## src/rtl/pipelined_rca.sv

```systemverilog
`default_nettype none
// +--------------------------------------------------------------------------+
// | Module  : pipelined_rca                                                  |
// | Purpose : N-bit add/subtract split into STAGES ripple-carry chunks of    |
// |           CHUNK = N/STAGES bits. The carry between chunks is registered, |
// |           so chunk k is added in pipeline stage k. Operand chunks are    |
// |           delayed on the way in and result chunks on the way out, so the |
// |           whole result emerges together after STAGES cycles. The         |
// |           pipeline advances as one unit under a valid/ready handshake.   |
// | Option  : define RCA_FLAGS_EN to add the ovf/zero flag outputs.          |
// | Ports   : clk, rst_n (async, active low)                                 |
// |           in_valid/in_ready, operand_a, operand_b, sub : input side      |
// |           out_valid/out_ready, sum, cout               : output side     |
// |           ovf, zero (RCA_FLAGS_EN only)                : result flags    |
// | Revision: 1.0  initial release                                           |
// +--------------------------------------------------------------------------+
module pipelined_rca #(
    parameter int N      = 32,
    parameter int STAGES = 4
) (
    input  logic         clk,
    input  logic         rst_n,
    input  logic         in_valid,
    output logic         in_ready,
    input  logic [N-1:0] operand_a,
    input  logic [N-1:0] operand_b,
    input  logic         sub,
    output logic         out_valid,
    input  logic         out_ready,
    output logic [N-1:0] sum,
    output logic         cout
`ifdef RCA_FLAGS_EN
    ,
    output logic         ovf,
    output logic         zero
`endif
);

    localparam int c_CHUNK = N / STAGES;

    // Whole pipeline moves together: it may shift whenever the last stage is
    // empty or its result is being taken this cycle.
    logic w_adv;

    for (genvar k = 0; k < STAGES; k++) begin : g_stage
        // Operand bits still unconsumed when entering stage k (upper part only;
        // chunks already added are dropped rather than carried along).
        localparam int c_OPW = N - k * c_CHUNK;
        // Result bits known after stage k (chunks 0..k).
        localparam int c_RW  = (k + 1) * c_CHUNK;

        logic [c_OPW-1:0]   w_a_in;
        logic [c_OPW-1:0]   w_b_in;
        logic               w_cin;
        logic               w_vld_in;
        logic               w_load;
        logic [c_CHUNK:0]   w_chunk;
        logic [c_RW-1:0]    w_res_nxt;

        logic               r_vld;
        logic               r_c;
        logic [c_RW-1:0]    r_res;

        if (k == 0) begin : g_head
            // Subtraction is folded in here: b is inverted and the carry-in
            // becomes 1, so no op bit travels down the pipeline.
            assign w_a_in    = operand_a;
            assign w_b_in    = operand_b ^ {N{sub}};
            assign w_cin     = sub;
            assign w_vld_in  = in_valid;
            // Bubbles leave data registers untouched at the entry stage.
            assign w_load    = in_valid;
            assign w_res_nxt = w_chunk[c_CHUNK-1:0];
        end else begin : g_body
            assign w_a_in    = g_stage[k-1].g_fwd.r_a;
            assign w_b_in    = g_stage[k-1].g_fwd.r_b;
            assign w_cin     = g_stage[k-1].r_c;
            assign w_vld_in  = g_stage[k-1].r_vld;
            assign w_load    = 1'b1;
            assign w_res_nxt = {w_chunk[c_CHUNK-1:0], g_stage[k-1].r_res};
        end

        assign w_chunk = {1'b0, w_a_in[c_CHUNK-1:0]}
                       + {1'b0, w_b_in[c_CHUNK-1:0]}
                       + {{c_CHUNK{1'b0}}, w_cin};

        always_ff @(posedge clk or negedge rst_n) begin
            if (!rst_n) begin
                r_vld <= 1'b0;
                r_c   <= 1'b0;
                r_res <= '0;
            end else if (w_adv) begin
                r_vld <= w_vld_in;
                if (w_load) begin
                    r_c   <= w_chunk[c_CHUNK];
                    r_res <= w_res_nxt;
                end
            end
        end

        if (k < STAGES - 1) begin : g_fwd
            logic [c_OPW-c_CHUNK-1:0] r_a;
            logic [c_OPW-c_CHUNK-1:0] r_b;

            always_ff @(posedge clk or negedge rst_n) begin
                if (!rst_n) begin
                    r_a <= '0;
                    r_b <= '0;
                end else if (w_adv && w_load) begin
                    r_a <= w_a_in[c_OPW-1:c_CHUNK];
                    r_b <= w_b_in[c_OPW-1:c_CHUNK];
                end
            end
        end

`ifdef RCA_FLAGS_EN
        if (k == STAGES - 1) begin : g_flags
            logic w_c_msb;
            logic r_ovf;
            logic r_zero;

            // Carry into bit N-1 recovered from that bit's sum: s = a ^ b ^ c.
            assign w_c_msb = w_a_in[c_CHUNK-1] ^ w_b_in[c_CHUNK-1] ^ w_chunk[c_CHUNK-1];

            always_ff @(posedge clk or negedge rst_n) begin
                if (!rst_n) begin
                    r_ovf  <= 1'b0;
                    r_zero <= 1'b0;
                end else if (w_adv && w_load) begin
                    r_ovf  <= w_c_msb ^ w_chunk[c_CHUNK];
                    r_zero <= (w_res_nxt == '0);
                end
            end
        end
`endif
    end

    assign out_valid = g_stage[STAGES-1].r_vld;
    assign sum       = g_stage[STAGES-1].r_res;
    assign cout      = g_stage[STAGES-1].r_c;
    assign w_adv     = ~out_valid | out_ready;
    assign in_ready  = w_adv;

`ifdef RCA_FLAGS_EN
    assign ovf  = g_stage[STAGES-1].g_flags.r_ovf;
    assign zero = g_stage[STAGES-1].g_flags.r_zero;
`endif

endmodule
`default_nettype wire

```

## config.mk

```make
export PLATFORM = sky130hd
export DESIGN_NAME = pipelined_rca
export DESIGN_NICKNAME = d
export VERILOG_FILES = /design/src/rtl/pipelined_rca.sv
export SDC_FILE = /design/constraint.sdc
export NUM_CORES = 1
export LEC_CHECK = 0
export CAP_MARGIN = 20
export CORE_MARGIN = 2
export CORE_UTILIZATION = 40
export CTS_CLUSTER_DIAMETER = 150
export DETAILED_ROUTE_END_ITERATION = 8
export SLEW_MARGIN = 20
export SYNTH_ARGS = -nofsm -noshare
export SYNTH_HDL_FRONTEND = slang
export SYNTH_SLANG_ARGS = --single-unit
export TNS_END_PERCENT = 1
```

## constraint.sdc

```tcl
create_clock -name clk -period 2.7 [get_ports clk]
set_input_delay 0.54 -clock clk [delete_from_list [all_inputs] [get_ports clk]]
set_output_delay 0.54 -clock clk [all_outputs]
set_load 0.005 [all_outputs]
```

==> summary.txt, run 1 <==
Routing
  – Detailed Route WL: 16.33 mm
  – Vias: 5719
  – DRC: 0
  – First DRT Iteration DRCs: 344
  – Post-DR wirelength/cell: between 10 and 15 um
  – Vias per inst: 4.620
  – Antenna-violating nets left: 0
  – Router iterations before antenna repair: 4

Clock network
  – CTS tree: built
  – Clock-pin transition on the worst setup and hold timing paths: around 0.07 ns
  – Hold buffer count at CTS: 0
  – H-tree Lvls: 4
  – Resize count post-CTS: 0
  – Clock sinks: 184
  – Clk root buf: clkbuf_16
  – CTS Buf Count: 17
  – Maximum clock path buffer count: 2
  – Clock latency on the worst-skew pair: around 0.43 ns
  – Setup bufs post-CTS: 0

Final layout
  – Number of non-filler instances in the completed layout: 1238
  – Nets@finish: about 1.1k
  – Diodes inserted: 0
  – # fillers: 1915
  – Multi-input gate area: around 0.0034 mm2
  – Layout area overhead: 23.08%
  – Layout cell share with drive strength beyond 1: slightly below 8%
  – Seq. cell area: 0.004604 mm2
  – Design Area, Final: a little over 0.01 mm2

Synthesis
  – Number of synthesis warnings: 0
  – Number of library cell types mapped by synthesis: 36
  – Post-synthesis average cell area: slightly below 10 um2
  – Yosys reg bits: between 150 and 200
  – Post-Syn Nets: between 900 and 1k
  – Register area share after synthesis: a little under three fifths
  – Gate count of the mapped netlist: roughly 860
  – Mapped Area: between 0.008 and 0.009 mm2

Power
  – Comb power frac: between 30% and 40%
  – Cell leakage power: slightly below 0.005 uW
  – Flop pwr share: 41.5%
  – Psw: 3854 uW
  – Power share of the clock group: 22.2%
  – Pwr Density: between 1000 and 1500 mW/mm2
  – Sw frac: 34.34%
  – Max VDD drop: roughly 0.52 mV
  – P_int: between 7000 and 8000 uW

GRT
  – Largest net degree at the start of global routing: about 140
  – Via count of the first global-routing pass: roughly 5.5k
  – Initial antenna violation count: 0
  – GRT overflow: 0
  – First-pass GRT wire length: about 28 mm
  – Total track usage: between 10% and 20%

Placement
  – Placer Congestion: ~0.79
  – Placed Area: ~0.0096 mm2
  – DP Worst Slack: 0.08761 ns
  – Post-DP HPWL: between 10 and 15 mm
  – Placed cell count: roughly 1.2k
  – IO buf count: ~100

Floorplan
  – Placeable Area: between 0.02 and 0.025 mm2
  – # rows: 52
  – Starting density of the core: roughly two fifths
  – Die Width: between 100 and 150 um
  – Die area: 0.02189 mm2
  – IO Pins: 104
  – Die height: about 150 um

STA
  – Final critical-path required period: 2.360 ns
  – Worst Clk Skew: roughly 0.0077 ns
  – Setup-failing EPs final: 0
  – Worst-Margin Slew: between 0.5 and 0.6 ns
  – F_max: ~420 MHz
  – Setup TNS Final: 0 ns
  – Fin. Hold Viols: 0
  – Max-slew violation count: 0
  – RSZ-0062 raised after global routing: false
  – Part of the cycle the worst path needs: between 80 and 90%
  – Max-slew headroom: between 60 and 70%
  – Worst setup margin: approximately 0.34 ns

Worst setup path
  – Critical path arrival: approximately 1.8 ns
  – CP Capture Type: output port
  – Worst Path Max Fanout: 11
  – Setup Crit Path Kind: input pin to output port
  – Critical Path RT: 2.16 ns
  – CP Launch Type: input pin

Outcome
  – Status: finished clean

Flow run
  – Max cap viols: 0

Hold path
  – Hold WC Path Type: input pin to async pin
-- final timing paths --
path	start	to	slack [ns]	cells after the start
min in group clk	g_stage[2].r_vld	out_valid	0.46	1
worst max-delay path	out_ready	in_ready	0.34	4
worst max register to register	g_stage[1].r_c	g_stage[2].r_res[22]	0.34	7
max in group asynchronous	rst_n	g_stage[0].r_res[5]	1.87	2
worst min-delay path	rst_n	g_stage[0].g_fwd.r_b[23]	0.09	1
worst min register to register	g_stage[2].r_vld	out_valid	0.46	1
-- kinds of logic (layout without fill, tap and decap cells) --
family | after synthesis | in the layout | share of synthesized area (%)
flops | 184 | 184 | 55.54
compound gates | 121 | 121 | 8.376
xor+xnor | 48 | 48 | 5.071
buf+inv | 52 | 158 | 3.169
simple gates | 397 | 397 | 18.50
mux | 25 | 25 | 3.426
fa+ha+maj | 35 | 35 | 5.916
-- cells in the final DEF, fill, tap and decap left out, types with 6 or more instances in the layout --
cell and instances:
fa_1 7, a21oi_1 19, dfrtp_1 184, xor2_1 16, nor2_1 15, clkbuf_16 17
o21ai_0 64, a21o_1 6, nand2_1 367, mux2_2 24, a211oi_1 10, buf_4 8
xnor2_1 32, clkdlybuf4s50_1 101, inv_1 9, a31oi_1 7, ha_1 28
-- worst max-delay path: stages --
cell             delay, ns
clkdlybuf4s50_1       0.51
nor2b_4               0.07
inv_4                 0.15
clkdlybuf4s50_1       0.55
-- area by class of cell --
class / instances / share of cell area (%)
Clock buffer: 22 / 4.746
Clock inverter: 10 / 1.140
Inverter: 10 / 0.3924
Multi-Input combinational cell: 626 / 33.62
Sequential cell: 184 / 45.13
Tap cell: 270 / 3.311
Timing Repair Buffer: 116 / 11.66
-- per-layer routing --
metal / vias to the layer above / global-route usage, % / routed length (um)
li1: 2976 / - / -
met1: 2624 / 25.11 / 8698
met2: 102 / 22.08 / 6846
met3: 17 / 3.519 / 582
met4: 0 / 4.810 / 201
met5: - / 0 / 0
-- synth_stat cells, drive strengths merged --
library cell / count / area [um2]
nand2: 368 / 1389
dfrtp: 184 / 4604
o21ai: 68 / 344.1
xnor2: 32 / 280.3
buf: 31 / 183.9
ha: 28 / 350.3
mux2: 24 / 270.3
a21oi: 19 / 95.09
xor2: 16 / 140.1
nor2: 15 / 56.30
clkbuf: 11 / 41.29
a211oi: 10 / 75.07
inv: 10 / 37.53
a31oi: 7 / 43.79
fa: 7 / 140.1
a21o: 6 / 45.04
nand2b: 5 / 31.28
o31ai: 5 / 42.54
nand3b: 3 / 22.52
o211ai: 3 / 22.52
nand3: 2 / 10.01
nor2b: 2 / 12.51
a41o: 1 / 10.01
and2: 1 / 6.260
and3: 1 / 6.260
mux2i: 1 / 13.76
o2111ai: 1 / 8.760
o21a: 1 / 7.510
-- flip-flops by register name, summed over array words and instances, names as in the netlist --
signal             count
cout                   1
g_stage.g_fwd.r_a     48
g_stage.g_fwd.r_b     48
g_stage.r_c            3
g_stage.r_res         48
g_stage.r_vld          3
out_valid              1
sum                   32
-- power groups by stage --
stage | clock [uW] | combinational [uW] | sequential, uW
CTS | 2560 | 4150 | 4670
floorplan | 0 | 2790 | 4540
detailed placement | 0 | 4130 | 4720
finish | 2490 | 4080 | 4660
global placement | 0 | 4020 | 4690
global route | 2680 | 4710 | 4820
-- through the flow --
stage	util, %	total power [uW]	hold WS, ns
6_report	50.27	11220	0.09278
5_1_grt	50.27	12210	0.1265
4_1_cts	50.27	11380	0.1162
3_5_place_dp	47.31	8842	0.4445
3_3_place_gp	47.31	8715	0.4412
2_1_floorplan	-	7338	0.2444
Power figures use the tool's default switching activity.
==> run 2: changes to the inputs <==
CORE_ASPECT_RATIO = 1.75   (was default)
==> summary.txt, run 2 (synthesis results as in run 1) <==
Placement
  – Post-DP HPWL: 11.23 mm
  – Placer Congestion: about 0.77
  – IO buf count: 103

Final layout
  – Layout area overhead: 22.83%
  – Nets@finish: about 1.1k
  – Diodes inserted: 0
  – Layout cell share with drive strength beyond 1: about 8%
  – Biggest regs: g_stage.g_fwd.r_a (48), g_stage.g_fwd.r_b (48), g_stage.r_res (48)
  – Commonest non-fill, non-tap cell in the layout: nand2_1
  – Commonest non-fill, non-tap cells in the layout: nand2_1, dfrtp_1, clkdlybuf4s50_1, o21ai_0, xnor2_1
  – Final core utilization: about half

Routing
  – Vias per inst: about 4.7
  – Detailed Route WL: 16.01 mm
  – Post-DR wirelength/cell: 13.13 um
  – Vias: 5771
  – DRC: 0
  – Antenna-violating nets left: 0
  – First DRT Iteration DRCs: 240
  – Router iterations before antenna repair: 4

Worst setup path
  – Worst Path Max Fanout: 3
  – Critical Path RT: 2.99 ns
  – Setup Crit Path Kind: flip-flop to flip-flop
  – Critical path arrival: between 2 and 3 ns
  – Reg2Reg Depth: 7
  – CP Launch Type: flip-flop
  – CP Capture Type: flip-flop

GRT
  – GRT overflow: 0
  – Initial antenna violation count: 0
  – Via count of the first global-routing pass: roughly 5.7k
  – Total track usage: around 16%
  – First-pass GRT wire length: 27.74 mm
  – Largest net degree at the start of global routing: ~140

STA
  – Final critical-path required period: 2.395 ns
  – RSZ-0062 raised after global routing: false
  – Max-slew headroom: about three fifths
  – Part of the cycle the worst path needs: roughly 89%
  – Max-slew violation count: 0
  – F_max: ~420 MHz
  – Worst Clk Skew: 0.009512 ns
  – Setup TNS Final: 0 ns
  – Worst-Margin Slew: around 0.6 ns
  – Fin. Hold Viols: 0
  – Setup-failing EPs final: 0

Clock network
  – H-tree Lvls: 4
  – Resize count post-CTS: 0
  – Clock-pin transition on the worst setup and hold timing paths: approximately 0.070 ns
  – Clock latency on the worst-skew pair: approximately 0.43 ns
  – CTS Buf Count: 17
  – Hold buffer count at CTS: 0
  – Maximum clock path buffer count: 2
  – Clock sinks: 184
  – Setup bufs post-CTS: 0
  – CTS tree: built
  – Clk root buf: clkbuf_16

Power
  – Max VDD drop: between 0.5 and 0.6 mV
  – Pwr Density: roughly 1100 mW/mm2
  – Cell leakage power: roughly 0.0048 uW

Floorplan
  – Placeable Area: about 0.020 mm2
  – Starting density of the core: just over 40%
  – IO Pins: 104
  – # rows: 69
  – Die Width: ~110 um
  – Die height: between 150 and 200 um
  – Die area: 0.02194 mm2

Outcome
  – Status: finished clean

Hold path
  – Hold WC Path Type: input pin to async pin

Flow run
  – Max cap viols: 0
## run 2: routing by layer
| metal | up-vias | track usage [%] | share of wire, % |
|---|---|---|---|
| met4 | 0 | 5.736 | 1.8 |
| met2 | 80 | 25.57 | 50 |
| met1 | 2682 | 20.81 | 46 |
| met5 | - | 0 | 0 |
| met3 | 20 | 2.432 | 2.4 |
| li1 | 2989 | - | - |
## run 2: metrics by stage
| stage | total power (uW) | hold WS, ns | cells | area (um2) | setup slack (ns) |
|---|---|---|---|---|---|
| 5_1_grt | 12100 | 0.1500 | 1219 | 10180 | 0.1474 |
| 4_1_cts | 11290 | 0.1304 | 1219 | 10180 | 0.2732 |
| 3_5_place_dp | 8794 | 0.4520 | 1187 | 9597 | 0.1306 |
| 3_3_place_gp | 8670 | 0.4468 | 1187 | 9597 | 0.1588 |
| 6_report | 11110 | 0.1222 | 1219 | 10180 | 0.3049 |
| 2_1_floorplan | 7338 | 0.2444 | 862 | 8290 | 0.4446 |
## run 2: layout make-up
type                       count  area (um2)
clock inverter                13       143.9
fill                        1878       10100
clock buffer                  19       442.9
multi-input combinational    626        3431
sequential                   184        4604
timing repair buffer         119        1212
tap                          248       310.3
inverter                      10       38.79
## run 2: worst paths after layout
kind / slack (ns) / end / startpoint
max: 0.30 / g_stage[1].r_res[14] / g_stage[0].r_c
min: 0.12 / g_stage[1].r_res[2] / rst_n
max reg2reg: 0.30 / g_stage[1].r_res[14] / g_stage[0].r_c
min reg2reg: 0.46 / g_stage[2].r_vld / g_stage[2].r_vld
max in group asynchronous: 1.91 / g_stage[2].r_res[0] / rst_n
min in group clk: 0.46 / g_stage[2].r_vld / g_stage[2].r_vld
## run 2: critical path, stage by stage, from the launching register on
cell and delay (ns):
dfrtp_1 0.40, fa_1 0.49, fa_1 0.43, a21oi_1 0.24, o21ai_0 0.18, a21o_1 0.21, a211oi_1 0.22, o31ai_1 0.08
## run 2: report_power, final
group | switching (uW) | total (uW) | internal (uW)
Clock | 1050 | 2450 | 1400
Combinational | 2090 | 4030 | 1950
Sequential | 661 | 4630 | 3970
Total | 3800 | 11100 | 7310
